### config.mk
export PLATFORM = sky130hd
export DESIGN_NAME = psum_accum_ctrl
export DESIGN_NICKNAME = d
export VERILOG_FILES = /design/src/rtl/psum_ctrl_pkg.sv /design/src/rtl/psum_sat_add.sv /design/src/rtl/psum_accum_ctrl.sv
export SDC_FILE = /design/constraint.sdc
export NUM_CORES = 1
export LEC_CHECK = 0
export ABC_AREA = 0
export CELL_PAD_IN_SITES_DETAIL_PLACEMENT = 1
export CELL_PAD_IN_SITES_GLOBAL_PLACEMENT = 2
export CORE_UTILIZATION = 37
export DETAILED_ROUTE_END_ITERATION = 16
export PLACE_DENSITY_LB_ADDON = 0.15
export REMOVE_ABC_BUFFERS = 1
export SYNTH_ARGS = -nofsm -noshare
export SYNTH_HDL_FRONTEND = slang
export SYNTH_SLANG_ARGS = --single-unit
export TNS_END_PERCENT = 50
### constraint.sdc
create_clock -name clk -period 10.5 [get_ports clk]
set_input_delay 1.05 -clock clk [delete_from_list [all_inputs] [get_ports clk]]
set_output_delay 1.05 -clock clk [all_outputs]
set_load 0.01 [all_outputs]
### src/rtl/psum_ctrl_pkg.sv
`default_nettype none
// ============================================================================
// Module      : psum_ctrl_pkg
// Description : Shared types and saturation limits for the PE partial-sum
//               accumulation controller.
// Revision    : 1.0 - initial release
// ============================================================================
package psum_ctrl_pkg;

  localparam int DATA_W = 20;

  localparam logic signed [DATA_W-1:0] SAT_MAX = {1'b0, {(DATA_W-1){1'b1}}};
  localparam logic signed [DATA_W-1:0] SAT_MIN = {1'b1, {(DATA_W-1){1'b0}}};

  typedef enum logic [1:0] {
    IDLE  = 2'd0,
    ACCUM = 2'd1,
    HOLD  = 2'd2
  } state_t;

endpackage
`default_nettype wire

### src/rtl/psum_sat_add.sv
`default_nettype none
// ============================================================================
// Module      : psum_sat_add
// Description : Combinational signed saturating adder, DATA_W + DATA_W -> DATA_W.
// Revision    : 1.0 - initial release
// ============================================================================
module psum_sat_add #(
  parameter int DATA_W = psum_ctrl_pkg::DATA_W
) (
  input  logic signed [DATA_W-1:0] i_a,
  input  logic signed [DATA_W-1:0] i_b,
  output logic signed [DATA_W-1:0] o_sum
);

  localparam logic signed [DATA_W-1:0] c_SAT_MAX = {1'b0, {(DATA_W-1){1'b1}}};
  localparam logic signed [DATA_W-1:0] c_SAT_MIN = {1'b1, {(DATA_W-1){1'b0}}};

  logic signed [DATA_W:0] w_wide;

  assign w_wide = {i_a[DATA_W-1], i_a} + {i_b[DATA_W-1], i_b};

  // The two top bits of the extended sum disagree exactly on overflow.
  always_comb begin
    o_sum = w_wide[DATA_W-1:0];
    if (w_wide[DATA_W] != w_wide[DATA_W-1]) begin
      o_sum = w_wide[DATA_W] ? c_SAT_MIN : c_SAT_MAX;
    end
  end

endmodule
`default_nettype wire

### src/rtl/psum_accum_ctrl.sv
`default_nettype none
// ============================================================================
// Module      : psum_accum_ctrl
// Description : Groups PE partial sums into saturated results and streams
//               them out over valid/ready, pulsing done at job end.
// Revision    : 1.0 - initial release
// ============================================================================
module psum_accum_ctrl #(
  parameter int DATA_W = psum_ctrl_pkg::DATA_W,
  parameter int STEP_W = 8,
  parameter int OUT_W  = 10
) (
  input  logic              clk,
  input  logic              reset,
  input  logic              start,
  input  logic              abort,
  input  logic [STEP_W-1:0] cfg_steps,
  input  logic [OUT_W-1:0]  cfg_outs,
  input  logic              in_valid,
  output logic              in_ready,
  input  logic [DATA_W-1:0] PE_sum,
  output logic              out_valid,
  input  logic              out_ready,
  output logic [DATA_W-1:0] out_data,
  output logic              busy,
  output logic              done
);

  import psum_ctrl_pkg::*;

  localparam logic [STEP_W-1:0] c_STEP_ONE = STEP_W'(1);
  localparam logic [OUT_W-1:0]  c_OUT_ONE  = OUT_W'(1);

  state_t                    r_state;
  logic signed [DATA_W-1:0]  r_acc;
  logic [STEP_W-1:0]         r_step_cnt;
  logic [OUT_W-1:0]          r_out_cnt;
  logic [STEP_W-1:0]         r_steps;
  logic [OUT_W-1:0]          r_outs;
  logic [DATA_W-1:0]         r_out_data;
  logic                      r_out_valid;
  logic                      r_done;

  logic signed [DATA_W-1:0]  w_acc_in;
  logic signed [DATA_W-1:0]  w_sum;
  logic                      w_last_step;
  logic                      w_last_out;

  // First sample of a group adds to zero, so one adder covers both cases.
  assign w_acc_in    = (r_step_cnt == '0) ? '0 : r_acc;
  assign w_last_step = (r_step_cnt == (r_steps - c_STEP_ONE));
  assign w_last_out  = (r_out_cnt == (r_outs - c_OUT_ONE));

  psum_sat_add #(
    .DATA_W (DATA_W)
  ) u_sat_add (
    .i_a   (w_acc_in),
    .i_b   ($signed(PE_sum)),
    .o_sum (w_sum)
  );

  assign in_ready  = (r_state == ACCUM);
  assign busy      = (r_state != IDLE);
  assign out_valid = r_out_valid;
  assign out_data  = r_out_data;
  assign done      = r_done;

  always_ff @(posedge clk or posedge reset) begin
    if (reset) begin
      r_state     <= IDLE;
      r_acc       <= '0;
      r_step_cnt  <= '0;
      r_out_cnt   <= '0;
      r_steps     <= '0;
      r_outs      <= '0;
      r_out_data  <= '0;
      r_out_valid <= 1'b0;
      r_done      <= 1'b0;
    end else begin
      r_done <= 1'b0;
      if (abort) begin
        // Abort in IDLE also swallows a coincident start.
        if (r_state != IDLE) begin
          r_state     <= IDLE;
          r_out_valid <= 1'b0;
          r_acc       <= '0;
          r_step_cnt  <= '0;
          r_out_cnt   <= '0;
        end
      end else begin
        case (r_state)
          IDLE: begin
            if (start) begin
              r_steps    <= (cfg_steps == '0) ? c_STEP_ONE : cfg_steps;
              r_outs     <= cfg_outs;
              r_step_cnt <= '0;
              r_out_cnt  <= '0;
              if (cfg_outs == '0) begin
                r_done <= 1'b1;
              end else begin
                r_state <= ACCUM;
              end
            end
          end
          ACCUM: begin
            if (in_valid) begin
              r_acc <= w_sum;
              if (w_last_step) begin
                r_out_data  <= w_sum;
                r_out_valid <= 1'b1;
                r_step_cnt  <= '0;
                r_state     <= HOLD;
              end else begin
                r_step_cnt <= r_step_cnt + c_STEP_ONE;
              end
            end
          end
          HOLD: begin
            if (out_ready) begin
              r_out_valid <= 1'b0;
              r_out_cnt   <= r_out_cnt + c_OUT_ONE;
              if (w_last_out) begin
                r_done  <= 1'b1;
                r_state <= IDLE;
              end else begin
                r_state <= ACCUM;
              end
            end
          end
          default: r_state <= IDLE;
        endcase
      end
    end
  end

endmodule
`default_nettype wire

# Word-level counts from Yosys, hierarchy flattened
# Index checks and enable logic that the tools add are counted.
totals:
  ff_bits: 80
  output_inout_bits: 24
  wordCells: 83
op_classes:
  add_sub_neg: 5
  eq_ne: 11
  mux: 40
  n_bitwise: 1
  reduce_logical: 17
op_table:
  columns: ["operator", "count"]
  rows:
  - ["20-bit 2-to-1 mux", 7]
  - ["8-bit 2-to-1 mux", 6]
  - ["10-bit 2-to-1 mux", 4]
  - ["20-bit by 20-bit adder with 21-bit output", 1]
  - ["10-bit case mux with 2 select lines", 1]
  - ["8-bit zero test", 2]
  - ["8-bit case mux with 2 select lines", 1]
  - ["2-bit 2-to-1 mux", 7]
  - ["3-bit inequality test (second input constant)", 4]
  - ["4-bit AND reduction", 3]
  - ["1-bit 2-to-1 mux", 11]
  - ["10-bit by 1-bit adder with 10-bit output (second input constant)", 1]
  - ["10-bit == test", 1]
  - ["10-bit zero test", 1]
  - ["10-bit by 1-bit subtractor with 10-bit output (second input constant)", 1]
  - ["3-bit nonzero test", 3]
  - ["8-bit by 1-bit adder with 8-bit output (second input constant)", 1]
  - ["8-bit == test", 1]
  - ["8-bit by 1-bit subtractor with 8-bit output (second input constant)", 1]
  - ["2-bit case mux with 3 select lines", 1]
  - ["3-bit AND reduction", 2]
  - ["6-bit AND reduction", 1]
  - ["2-bit nonzero test", 3]
  - ["5-bit AND reduction", 1]
  - ["other kinds (8)", 9]

# Depth between registers and ports, before layout
# Gate-level depths: netlist (run 1).
logic_depth:
  ltp_word: 8
  mapped_depth: 17

# Cells and area by module
# From an unflattened synthesis (run 1), not the netlist that was laid out.
hier_totals:
  hier_cells: 536
  hier_area_um2: 5427.7
modules_own_cells:
  columns: ["mod", "n_inst", "cells_each", "area_per_inst_um2"]
  rows:
  - ["psum_accum_ctrl", 1, 371, 4139.0]
  - ["psum_sat_add", 1, 165, 1288.7]

# Worst setup path before layout (run 1)
# No wires, ideal clock.
synth_timing:
  path_kind: "flip-flop to flip-flop"
  from: "register r_step_cnt[0]"
  to: "register r_out_data[0], in the netlist out_data[0]"
  setup_ps: 94
  arrival_time_ps: 3246
  setup_slack_ps: 7160
  path_stages_with_launch: 18
  n_path_buf: 2
  cell_sequence: "dfrtp_1 inv_1 ha_1 nor4b_1 nand2_1 clkbuf_1 and2_1 ha_1 inv_1 fa_1 nand2b_1 a21oi_1 o21ai_1 o31ai_2 o21a_2 nand2_2 buf_2 a211oi_1"
synth_between:
  elab_chain_cells: 5
  elab_cells_between_ends: 8
synth_lines:
  columns: ["item", "line", "source"]
  rows:
  - ["start: declaration", "psum_accum_ctrl.sv:36", "logic [STEP_W-1:0] r_step_cnt;"]
  - ["start signal: assignment", "psum_accum_ctrl.sv:114", "r_step_cnt <= r_step_cnt + c_STEP_ONE;"]
  - ["8-bit zero test", "psum_accum_ctrl.sv:50", "assign w_acc_in = (r_step_cnt == '0) ? '0 : r_acc;"]
  - ["20-bit 2-to-1 mux", "psum_accum_ctrl.sv:50", null]
  - ["20-bit by 20-bit adder with 21-bit output", "psum_sat_add.sv:20", "assign w_wide = {i_a[DATA_W-1], i_a} + {i_b[DATA_W-1], i_b};"]
  - ["20-bit 2-to-1 mux or 1-bit inequality test (tied branches)", "psum_sat_add.sv:26, psum_sat_add.sv:25", null]
  - ["20-bit 2-to-1 mux", "psum_sat_add.sv:25", "if (w_wide[DATA_W] != w_wide[DATA_W-1]) begin"]
  - ["end signal: assignment", "psum_accum_ctrl.sv:109", "r_out_data <= w_sum;"]
  - ["end: declaration", "psum_accum_ctrl.sv:40", "logic [DATA_W-1:0] r_out_data;"]
# Several ways; a longest one is shown, not always the timed one.
# A chain may end at the register's enable or synchronous reset.

# Worst setup path in the final report (run 1)
layout_timing:
  from: "register r_step_cnt[0]"
  to: "register r_out_data[15], in the netlist out_data[15]"
# Same word-level chain as after synthesis.

==> flow_metrics.env, run 1 <==
export IMPL_outcome="finished clean"
export IMPL_yosys_area_share_simple_pct=20.9
export IMPL_cp_data_arrival_time_ns=4.50
export IMPL_required_ns=10.73
export IMPL_ys_top_cells_by_count="80 x dfrtp_1, 65 x nand2_1, 35 x o21ai_0"
export IMPL_p_leak_nw=2.78
export IMPL_min_path_cells=2
export IMPL_criticalPathCategory="flip-flop to flip-flop"
export IMPL_vdd_drop_max_uv=86.4
export IMPL_synth_xor_area_share_pct=5.44
export IMPL_avgRoutedWirePerCell_microns=18.8
export IMPL_pin_count=68
export IMPL_antenna_left=0
export IMPL_worstMarginPinSlew_ns=1.06
export IMPL_drc_errors=0
export IMPL_worstHoldStart="out_data[1]"
export IMPL_insertion_delay_ns=0.34
export IMPL_r2r_start="r_step_cnt[0]"
export IMPL_rsz0062_at_grt="no"
export IMPL_grt_usage_pct=22.1
export IMPL_port_buffers=67
export IMPL_synth_top_family_by_area="compound AO/OA/AOI/OAI gates"
export IMPL_drive_gt1_share_pct=8.77
export IMPL_grt_overflow=0
export IMPL_vias_per_cell=5.69
export IMPL_async_reset_ff_share_pct=100
export IMPL_drtIter0Drc=230
export IMPL_finalHoldViolCount=0
export IMPL_maxSlewViolCount=0
export IMPL_clockRootBuffer="clkbuf_16"
export IMPL_htree_num_levels=3
export IMPL_final_setup_viol_count=0
export IMPL_cp_start_kind="flip-flop"
export IMPL_syn_inst=604
export IMPL_yosysSeqAreaShare_pct=36.9
export IMPL_synth_ff_type="dfrtp_1"
export IMPL_r2r_cells=15
export IMPL_gp_congestion=0.787
export IMPL_firstDrtPassIters=4
export IMPL_fp_dieW_microns=123
export IMPL_antenna_found_initial=0
export IMPL_fillers=1631
export IMPL_drt_wl_total_mm=15.8
export IMPL_slew_headroom_pct=29.0
export IMPL_synth_compound_area_share_pct=22.5
export IMPL_fmax_mhz=234
export IMPL_yosysTopAreaCell="dfrtp_1"
export IMPL_num_vias=4782
export IMPL_fin_crit_sh_pct=40.7
export IMPL_synthAdderAreaFrac_pct=7.38
export IMPL_cts_hold_fix_buffers=0
export IMPL_synthMuxAreaShare_pct=3.30
export IMPL_placed_cells=827
export IMPL_netlist_area_sq_um=5430
export IMPL_yosysUniqueCellTypes=72
export IMPL_postCtsSetupBuffers=0
export IMPL_r2r_end="out_data[15]"
export IMPL_cts_buffers=9
export IMPL_yosysWarnings=0
export IMPL_hold_path_class="flip-flop to flip-flop"
export IMPL_cap_violations=0
export IMPL_grt_pass1_wl_mm=25.5
export IMPL_whs_endpoint="out_data[1]"
export IMPL_clkSinkCount=80
export IMPL_grt_max_degree=81
export IMPL_end_kind="flip-flop"
export IMPL_ys_ff_latch=80
export IMPL_fin_tns_setup_ns=0
export IMPL_grt_pass1_vias=4895
export IMPL_ys_top_cells_by_area="dfrtp_1 37%, ha_1 5.8%, nand2_1 4.5%"
export IMPL_period_needed_ns=4.27
export IMPL_clkTransAtPathRegs_ns=0.06
export IMPL_initial_core_util_pct=38.5
export IMPL_crit_fanout=20
export IMPL_antennaDiodeCount=0
export IMPL_avgSynthCellArea_sq_um=8.98
export IMPL_yosysMostFrequentCell="dfrtp_1"
export IMPL_powerDensity_nw_per_um2=156
export IMPL_dp_final_hpwl_mm=11.9
export IMPL_cts_tree="yes"
export IMPL_cts_buffer_depth=2
export IMPL_regToRegSetupSlack_ns=6.23
export IMPL_area_growth_pct=19.2
export IMPL_fp_dieH_microns=123
export IMPL_final_nets=728
export IMPL_clock_skew_ns=0.00437
export IMPL_core_area_sq_um=14100
export IMPL_synth_top_area_share_pct=36.9
export IMPL_cts_resized=0
export IMPL_dieArea_sq_um=15200
export IMPL_synth_edf_count=0
export IMPL_num_rows=43
export IMPL_final_cells=841
## cells in the final DEF (no fill, tap or decap), types with 17 or more instances in the layout
master,netlist,layout
inv_1,18,17
nor2_1,30,30
clkdlybuf4s50_1,0,67
ha_1,25,25
and2_1,25,25
o21ai_1,19,19
a21oi_1,34,34
dfrtp_1,80,80
nand2_1,65,65
o21ai_0,35,35
nor3_1,17,17
## critical path: stages (launching register included)
cell and delay, ns:
dfrtp_1 0.40, inv_1 0.08, ha_1 0.19, nor4b_1 0.13
nand2_1 0.45, and2_1 0.21, ha_1 0.18, inv_1 0.06
fa_1 0.41, nand2b_1 0.18, a21oi_1 0.31, o21ai_1 0.25
o31ai_2 0.34, o21a_2 0.35, nand2_2 0.24, a311oi_1 0.38
## layer usage
metal / share of wire [%] / vias to the layer above / track usage [%] / wire length, microns
met5: 0 / - / 0 / 0
met4: 1.2 / 0 / 5.35 / 193
met3: 3.7 / 16 / 4.01 / 580
met2: 46 / 90 / 35.3 / 7330
met1: 49 / 2355 / 30.8 / 7690
li1: - / 2321 / - / -
## cells by family after synthesis
group | count (synthesis)
buf+inv | 44
simple gates | 221
xor+xnor | 32
compound gates | 179
fa+ha+maj | 32
mux | 16
flops | 80
## cell type report
cell class                      count  area (sq um)  area share (%)
Sequential cell                    80          2000            30.9
Inverter                           18          68.8            1.06
Multi-Input combinational cell    480          3230            50.0
Timing Repair Buffer               69           686            10.6
Clock inverter                      1          5.00          0.0774
Tap cell                          180           225            3.48
Clock buffer                       13           250            3.87
## state kept, by name, summed over array words and instances (netlist names)
signal      flops
out_data       20
r_acc          20
r_out_cnt      10
r_outs         10
r_step_cnt      8
r_steps         8
r_state         2
done            1
out_valid       1
## power by group
part / switching [mW] / internal [mW] / total [mW]
sequential: 0.0541 / 0.362 / 0.416
combinational: 0.171 / 0.138 / 0.309
clock: 0.118 / 0.164 / 0.281
## worst max path at each step
stage                              from      endpoint  slack [ns]
after floorplan           r_step_cnt[0]  out_data[13]        7.18
after global placement        PE_sum[0]  out_data[13]        6.21
after detailed placement      PE_sum[0]  out_data[16]        6.11
after CTS                 r_step_cnt[0]  out_data[15]        6.14
after global routing      r_step_cnt[0]  out_data[16]        5.73
final                     r_step_cnt[0]  out_data[15]        6.23
## per-stage QoR
| stage | util, % | setup WS (ns) | cell area (sq um) | total power [mW] | hold WS, ns |
|---|---|---|---|---|---|
| global route | 45.9 | 5.73 | 6470 | 1.07 | 0.508 |
| detailed placement | 44.1 | 6.11 | 6210 | 0.732 | 0.474 |
| CTS | 45.9 | 6.14 | 6470 | 1.02 | 0.486 |
| global placement | 44.1 | 6.21 | 6210 | 0.717 | 0.456 |
| floorplan | - | 7.18 | 5300 | 0.619 | 0.442 |
| finish | 45.9 | 6.23 | 6470 | 1.01 | 0.479 |
No activity file was read; power rests on OpenSTA's default activity.
==> inputs of run 2 (changes only) <==
--- a/config.mk
+++ b/config.mk
@@ -8,7 +8,7 @@
 export ABC_AREA = 0
 export CELL_PAD_IN_SITES_DETAIL_PLACEMENT = 1
 export CELL_PAD_IN_SITES_GLOBAL_PLACEMENT = 2
-export CORE_UTILIZATION = 37
+export CORE_UTILIZATION = 35
 export DETAILED_ROUTE_END_ITERATION = 16
 export PLACE_DENSITY_LB_ADDON = 0.15
 export REMOVE_ABC_BUFFERS = 1
==> constraint.sdc (replaced) <==
create_clock -name clk -period 4 [get_ports clk]
set_input_delay 0.4 -clock clk [delete_from_list [all_inputs] [get_ports clk]]
set_output_delay 0.4 -clock clk [all_outputs]
set_load 0.01 [all_outputs]
==> run 2 against run 1 <==
  * Register-to-register slack worse by 6.0 ns
  * Sequential power grew to 2.6 times the previous value
  * Core utilization is 2.1 points lower
  * Critical endpoint unchanged
  * Combinational power grew to 2.6 times the previous value
  * Cell area is 2.5% higher
  * Critical path type unchanged
  * Die area is 5.6% higher
  * Sequential share of layout area is 0.76 points lower
  * Critical path depth stayed put
==> flow_metrics.env, run 2 (synthesis results as in run 1) <==
export IMPL_slew_headroom_pct=47.8
export IMPL_clock_skew_ns=0.00701
export IMPL_num_rows=45
export IMPL_placed_cell_area_sq_um=6260
export IMPL_total_power_mw=2.86
export IMPL_clkSinkCount=80
export IMPL_cp_start_kind="flip-flop"
export IMPL_core_area_sq_um=15100
export IMPL_outcome="finished clean"
export IMPL_grt_usage_pct=20.8
export IMPL_avgRoutedWirePerCell_microns=18.4
export IMPL_fillers=1777
export IMPL_port_buffers=67
export IMPL_final_cells=856
export IMPL_cts_buffer_depth=2
export IMPL_period_needed_ns=3.75
export IMPL_required_ns=4.24
export IMPL_ff_latch_area_sq_um=2000
export IMPL_r2r_end="out_data[15]"
export IMPL_end_kind="flip-flop"
export IMPL_p_seq_share_pct=38.5
export IMPL_grt_pass1_wl_mm=26.2
export IMPL_dp_final_hpwl_mm=12.2
export IMPL_post_place_ws_ns=0.112
export IMPL_criticalPathCategory="flip-flop to flip-flop"
export IMPL_multiInputGateArea_sq_um=3270
export IMPL_rsz0062_at_grt="no"
export IMPL_p_comb_share_pct=28.6
export IMPL_antennaDiodeCount=0
export IMPL_holdWs_ns=0.426
export IMPL_drt_wl_total_mm=15.8
export IMPL_crit_fanout=13
export IMPL_worstMarginPinSlew_ns=0.781
export IMPL_grt_max_degree=35
export IMPL_crit_end="out_data[15]"
export IMPL_cp_data_arrival_time_ns=3.99
export IMPL_fp_dieH_microns=127
export IMPL_fp_dieW_microns=127
export IMPL_grt_pass1_vias=5134
export IMPL_htree_num_levels=3
export IMPL_r2r_start="r_step_cnt[0]"
export IMPL_fin_crit_sh_pct=93.8
export IMPL_drtIter0Drc=165
export IMPL_mostFrequentLayoutCells="80 x dfrtp_1, 67 x clkdlybuf4s50_1, 65 x nand2_1"
export IMPL_num_vias=4789
export IMPL_drc_errors=0
export IMPL_clkTransAtPathRegs_ns=0.06
export IMPL_final_nets=733
export IMPL_fin_ws_ns=0.250
export IMPL_netSwitchingFraction_pct=32.6
export IMPL_hold_path_class="primary input to async pin"
export IMPL_cts_buffers=9
export IMPL_insertion_delay_ns=0.34
export IMPL_stdcell_area_sq_um=6630
export IMPL_antenna_left=0
export IMPL_fin_tns_setup_ns=0
export IMPL_initial_core_util_pct=35.8
export IMPL_gp_congestion=0.862
export IMPL_power_frac_clock_pct=32.9
export IMPL_grt_overflow=0
export IMPL_regToRegSetupSlack_ns=0.25
export IMPL_r2r_cells=15
export IMPL_fin_util_pct=43.8
export IMPL_cap_violations=0
export IMPL_maxSlewViolCount=0
export IMPL_drive_gt1_share_pct=10.3
export IMPL_firstDrtPassIters=6
export IMPL_vdd_drop_max_uv=225
export IMPL_fmax_mhz=267
export IMPL_final_setup_viol_count=0
export IMPL_cts_tree="yes"
export IMPL_switchingPower_mw=0.931
export IMPL_p_leak_nw=2.85
export IMPL_layout_commonest_cell="dfrtp_1"
export IMPL_area_growth_pct=22.2
export IMPL_finalHoldViolCount=0
export IMPL_placed_cells=840
export IMPL_startpoint="r_step_cnt[0]"
export IMPL_clockRootBuffer="clkbuf_16"
export IMPL_vias_per_cell=5.59
export IMPL_powerDensity_nw_per_um2=431
export IMPL_pin_count=68
export IMPL_antenna_found_initial=0
export IMPL_p_int_mw=1.93
export IMPL_dieArea_sq_um=16000
## run 2: routing by layer
| layer | vias up | GRT usage, % | wire length (microns) |
|---|---|---|---|
| li1 | 2335 | - | - |
| met1 | 2359 | 25.6 | 7030 |
| met2 | 76 | 37.0 | 8030 |
| met3 | 19 | 3.21 | 443 |
| met4 | 0 | 6.59 | 267 |
| met5 | - | 0 | 0 |
## run 2: worst min-delay path by stage
stage                         start  slack (ns)      endpoint  cells past startpoint
final                         reset        0.43  out_data[11]                      2
after global routing          reset        0.49  out_data[15]                      2
after CTS                     reset        0.44  r_out_cnt[3]                      2
after detailed placement  r_acc[13]        0.47     r_acc[13]                      2
after global placement    r_acc[16]        0.46     r_acc[16]                      2
after floorplan           r_acc[12]        0.44     r_acc[12]                      2
## run 2: final cells by class
class	count	area share (%)
multi-input combinational	480	49.2
sequential	80	30.2
timing repair buffer	74	10.9
tap	188	3.55
clock buffer	10	3.45
clock inverter	6	1.62
inverter	18	1.04
## run 2: repair_timing
action / CTS / global route
endpoints found under the setup margin: 0 / 36
hold buffers: 0 / 0
resized for setup: 0 / 5
setup buffers: 0 / 0
endpoints found under the hold margin: 0 / 0
## run 2: power groups by stage
stage                     clock network, mW  logic (mW)  registers (mW)
after CTS                             0.965       0.823            1.10
after global placement                    0       0.791            1.11
final                                 0.941       0.817            1.10
after detailed placement                  0       0.817            1.11
after floorplan                           0       0.564            1.06
after global routing                  0.996       0.913            1.12
## run 2: critical path: stages, from the launching register on
cell and delay [ns]:
dfrtp_1 0.41, inv_1 0.09, ha_1 0.19, nor4b_1 0.13
nand2_1 0.08, and2_1 0.14, ha_1 0.22, inv_1 0.07
fa_1 0.39, nand2b_1 0.19, a21oi_1 0.27, o21ai_1 0.22
o31ai_2 0.40, o21a_2 0.35, nand2_4 0.16, a311oi_1 0.34
==> variant 1, RTL diff (settings of run 1) <==
Set the parameter `OUT_W` to 8 (it was 10).
--- a/src/rtl/psum_accum_ctrl.sv
+++ b/src/rtl/psum_accum_ctrl.sv
@@ -8,7 +8,7 @@
 module psum_accum_ctrl #(
   parameter int DATA_W = psum_ctrl_pkg::DATA_W,
   parameter int STEP_W = 8,
-  parameter int OUT_W  = 10
+  parameter int OUT_W  = 8
 ) (
   input  logic              clk,
   input  logic              reset,
Ports: changed (resized cfg_outs); port bits go from 68 to 66. The function was not compared with the original's and may differ.
==> variant 1 against run 1 <==
- sequential cell count decreased by 4
- worst setup slack worse by 0.10 ns
- global-route usage is 1.2 points lower
- synthesized area fell by 9.3%
- first-iteration DRC count shrank 29%
- total power rose by 31%
- design area decreased by 6.7%
- wire length shrank 15%
- sequential power grew 9.6%
- critical path type unchanged
==> variant 1: results (changes against run 1) <==
Global route:
- The global router's overall resource usage is 0.209 (-0.0120).
- The largest net degree at the start of global routing is 77 (-4.9%).
- The first-pass GRT wire length came to 23,000 microns (-9.8%).
- The initial antenna violation count is 0 (unchanged).
- The via count of the first global-routing pass is 4,592 (-6.2%).

Power and ir drop:
- The highest ir drop seen on vdd is 0.114 mV (+32%).
- The reported leakage power is 2.60 nW (-6.4%).

Yosys:
- Sorting the synthesized cells by area gives the leading types as dfrtp_1, ha_1, nand2_1.
- The number of warnings issued by yosys is 0 (unchanged).
- The share of the synthesized area in compound gates (AO/OA/AOI/OAI) is 0.204 (-0.0211).
- The parity-gate share of the synthesized area counting xor and xnor cells is 0.0659 (+0.0115).
- The distinct cell type count after synthesis came to 66 (-8.3%).
- The share of synthesized area occupied by flip-flops and latches is 0.387 (+0.0177).
- The average cell area after synthesis came to 8.69 sq um (-3.3%).
- Sorting the synthesized cells by how often they occur yields dfrtp_1, nand2_1, o21ai_0.
- The arithmetic-cell share of the synthesized area counting full adders, half adders and majority gates is 0.0677 (-0.00613).
- The top cell type's share of synthesized area was 0.387 (+0.0177).
- The mux share of post-synthesis cell area came to 0.0282 (-0.00474).

Routing:
- The total vias in the final route is 4,277 (-11%).
- The total wire length after detailed routing is 13,400 microns (-15%).
- The number of design-rule violations left by the first detailed-router iteration is 163 (-29%).

Finish:
- The net count of the finished layout is 688 (-5.5%).
- The share of post-route cells with drive strength above 1 is 0.0736 (-0.0141).
- The final cell count without fillers was 797 (-5.2%).
- The count of fill cells added during filler insertion is 1,502 (-7.9%).
- The number of antenna repair diodes is 0 (unchanged).

Clock network:
- The depth of the CTS H-tree is 3 (unchanged).
- The cell at the root of the clock tree is clkbuf_16.
- The count of instances resized after the clock tree is built is 0 (unchanged).
- The clock reaches the later pin of the worst-skew pair after 0.35 ns.
- The clock slew seen by the registers of the worst setup and hold paths is 0.06 ns (about the same).

Placement:
- The global placement routability congestion is 0.802 (+1.9%).
- The number of cells in the design after placement came to 781 (-5.6%).
- The quantity of I/O buffers inserted on ports is 65 (-3.0%).
- The half-perimeter wire length of the detailed placement result is 9610 microns (-19%).
- The cell area reported after detailed placement was 5700 sq um (-8.3%).

Timing:
- The maximum clock skew at final layout was 0.00578 ns (+0.00141 ns).
- The transition time at the pin with the least slew margin is 0.993 ns (-0.0690 ns).

Critical path:
- The peak per-stage delay on the critical path is 0.75 ns (+0.30 ns).
- The maximum fanout count along the critical path is 20 (unchanged).
- The worst-case register-to-register setup slack is 6.12 ns (-0.10 ns).
- The critical path arrival is 4.64 ns (+0.14 ns).
- The slowest stage of the critical path is the o21ai_2 cell.

Run status:
- The flow ran to the end, and the final reports show no timing, DRC or antenna violations.

Min path:
- The path class of the tightest hold or removal check is register to register.
## variant 1: final cells by class
cell class	count	area (sq um)	area share
multi-input combinational	444	2830	0.469
sequential	76	1900	0.315
timing repair buffer	68	673	0.111
clock buffer	13	270	0.0448
tap	172	215	0.0356
inverter	21	78.8	0.0131
clock inverter	3	67.6	0.0112
## variant 1: critical path: cells and delay by family (launching register included)
| family | cells | cell delay (ns) |
|---|---|---|
| compound gates | 6 | 1.87 |
| simple gates | 5 | 1.09 |
| fa+ha+maj | 3 | 0.76 |
| flops | 1 | 0.44 |
| buf+inv | 2 | 0.13 |
## variant 1: worst paths after layout
| check | from | to | depth (start not counted) |
|---|---|---|---|
| max | r_step_cnt[0] | out_data[0] | 16 |
| max in group asynchronous | reset | out_data[7] | 3 |
| min | r_acc[6] | r_acc[6] | 2 |
| min reg2reg | r_acc[6] | r_acc[6] | 2 |
| min in group asynchronous | reset | done | 3 |
| max reg2reg | r_step_cnt[0] | out_data[0] | 16 |
## variant 1: power by group
part | switching (mW) | internal [mW] | leakage, nW | total, mW
Clock | 0.128 | 0.228 | 0.162 | 0.356
Sequential | 0.0781 | 0.378 | 1.01 | 0.456
Combinational | 0.284 | 0.218 | 1.43 | 0.502
Total | 0.490 | 0.824 | 2.60 | 1.31
## variant 1: routing by layer
metal / track usage / routed length (microns) / up-vias
li1: - / - / 2109
met5: 0 / 0 / -
met1: 0.255 / 6030 / 2089
met4: 0.0617 / 207 / 0
met2: 0.369 / 6740 / 64
met3: 0.0418 / 372 / 15
## variant 1: per-stage QoR
step                      hold slack (ns)  setup WS (ns)
final                               0.476           6.12
after global routing                0.506           5.57
after CTS                           0.482           6.05
after detailed placement            0.467           6.04
after global placement              0.459           6.12
after floorplan                     0.442           7.03
==> variant 2, RTL diff (flow settings as in run 1) <==
Made on the original files. Add an input register stage for `cfg_steps` and `cfg_outs`; this delays them by one clock. The other inputs are not delayed to match.
--- a/src/rtl/psum_accum_ctrl.sv
+++ b/src/rtl/psum_accum_ctrl.sv
@@ -30,6 +30,14 @@
 
   localparam logic [STEP_W-1:0] c_STEP_ONE = STEP_W'(1);
   localparam logic [OUT_W-1:0]  c_OUT_ONE  = OUT_W'(1);
+
+  logic [STEP_W-1:0] cfg_steps_q;
+  logic [OUT_W-1:0] cfg_outs_q;
+
+  always_ff @(posedge clk) begin
+    cfg_steps_q <= cfg_steps;
+    cfg_outs_q  <= cfg_outs;
+  end
 
   state_t                    r_state;
   logic signed [DATA_W-1:0]  r_acc;
@@ -91,11 +99,11 @@
         case (r_state)
           IDLE: begin
             if (start) begin
-              r_steps    <= (cfg_steps == '0) ? c_STEP_ONE : cfg_steps;
-              r_outs     <= cfg_outs;
+              r_steps    <= (cfg_steps_q == '0) ? c_STEP_ONE : cfg_steps_q;
+              r_outs     <= cfg_outs_q;
               r_step_cnt <= '0;
               r_out_cnt  <= '0;
-              if (cfg_outs == '0) begin
+              if (cfg_outs_q == '0) begin
                 r_done <= 1'b1;
               end else begin
                 r_state <= ACCUM;
Formal check against the unedited RTL: not equivalent (Yosys sat finds a counterexample within 4 cycles, from zero or initial values and one cycle with reset high).
==> variant 2 against run 1 <==
- total power grew 14%
- worst setup slack worse by 0.42 ns
- synthesized area increased by 5.0%
- die area grew 4.9%
- cell count rose by 4.5%
- critical endpoint is now r_acc[16]
- fmax decreased by 8.9%
- sequential cell count rose by 18
- wire length about the same
- clock power up 27%
- design area grew 5.7%
==> variant 2: results (changes against run 1) <==
Power and ir drop:
- The reported clock group power is 0.358 mW (+27%).
- The share of total power in sequential cells is 0.413 (about the same).
- The switching fraction of total power is 0.312 (-0.0282).
- The reported leakage power is 3.04 nW (+9.5%).
- The highest ir drop seen on vdd was 0.112 mV (+29%).

Routing:
- The number of design-rule violations left by the first detailed-router iteration is 152 (-34%).
- The number of vias per cell came to 5.56 (-2.2%).
- The total wire length after detailed routing was 15,800 microns (about the same).
- The routed length on met1 is 7180 microns (-6.6%).
- The detailed-routed wire length on met2 is 7760 microns (+5.8%).
- The met3 wire length is 525 microns (-9.5%).
- The total vias in the final route is 4,887 (+2.2%).

Global route:
- The met1 track demand over resource in global routing came to 0.260 (-0.0479).
- The global router's overall resource usage is 0.211 (-0.0101).
- The global-route track usage on met3 is 0.0365 (-0.00360).
- The fraction of met2 tracks used by global routing is 0.370 (+0.0166).
- The via count of the first global-routing pass is 5,194 (+6.1%).

Yosys:
- By count the netlist is led by nand2_1, dfrtp_1, nor2_1, o21ai_0, a21oi_1.
- The share of synthesized area occupied by flip-flops and latches is 0.414 (+0.0456).
- The async set-reset flop share out of synthesis is 0.816 (-0.184).
- The average cell area after synthesis was 9.00 sq um (+0.21%).
- Yosys attributes the largest share of cell area to dfrtp_1, nand2_1, dfxtp_1.

Finish:
- The count of fill cells added during filler insertion is 1,704 (+4.5%).
- The net count of the finished layout is 760 (+4.4%).
- The share of post-route cells with drive strength above 1 came to 0.0561 (-0.0316).

Timing:
- The worst slew margin relative to its limit is 0.205 (-0.0846).
- The final worst setup slack was 5.81 ns (-0.419 ns).
- The worst hold margin is 0.434 ns (-0.0457 ns).

Critical path:
- The critical path arrival is 4.97 ns (+0.47 ns).
- The worst-case register-to-register setup slack was 5.81 ns (-0.42 ns).

Run status:
- The run finished with clean final reports.

Placement:
- The half-perimeter wire length of the detailed placement result was 11,800 microns (-0.65%).
- The cell area reported after detailed placement is 6520 sq um (+4.9%).
- The number of cells in the design after placement was 863 (+4.4%).
- The global placement routability congestion came to 0.834 (+5.9%).
-- variant 2: cell types whose count changed after synthesis, moves of 5 or more --
cell	delta
o21a_1	+5
nand2b_1	-7
and2_0	+5
dfxtp_1	+18
clkbuf_1	+6
a221o_1	+5
xnor2_1	+6
buf_2	-7
mux2_2	-13
o21ai_1	-14
maj3_2	-6
nand2_1	+33
nor2_1	+5
-- variant 2: path summary, 6_finish.rpt --
| check | start | endpoint | cells past startpoint |
|---|---|---|---|
| worst min register to register | cfg_steps_q[7] | r_steps[7] | 2 |
| worst max-delay path | r_step_cnt[0] | r_acc[16] | 13 |
| min in group asynchronous | reset | out_data[19] | 3 |
| worst min-delay path | cfg_steps_q[7] | r_steps[7] | 2 |
| max in group asynchronous | reset | r_step_cnt[7] | 3 |
| worst max register to register | r_step_cnt[0] | r_acc[16] | 13 |
-- variant 2: kinds of logic after synthesis --
family          Yosys count  share of synthesized area
buf+inv                  46                     0.0334
flops                    98                      0.414
fa+ha+maj                26                     0.0584
simple gates            256                      0.223
xor+xnor                 39                     0.0613
mux                       4                    0.00746
compound gates          164                      0.202
-- variant 2: worst max-delay path, stage by stage (launching register included) --
cell,delay [ns]
dfrtp_1,0.45
inv_1,0.09
ha_1,0.14
nor4b_1,0.24
nand2_1,0.48
and2_1,0.37
ha_1,0.37
a21oi_1,0.09
o21ai_0,0.32
o21ai_1,0.22
o211ai_1,0.38
o21ai_0,0.23
nor2_1,0.93
a221o_1,0.30
-- variant 2: final cells by class --
type	instances	area, sq um	share of cell area
Tap cell	184	230	0.0337
Inverter	22	83.8	0.0123
Clock buffer	11	243	0.0355
Clock inverter	5	77.6	0.0113
Sequential cell	98	2360	0.346
Timing Repair Buffer	70	693	0.101
Multi-Input combinational cell	489	3150	0.460
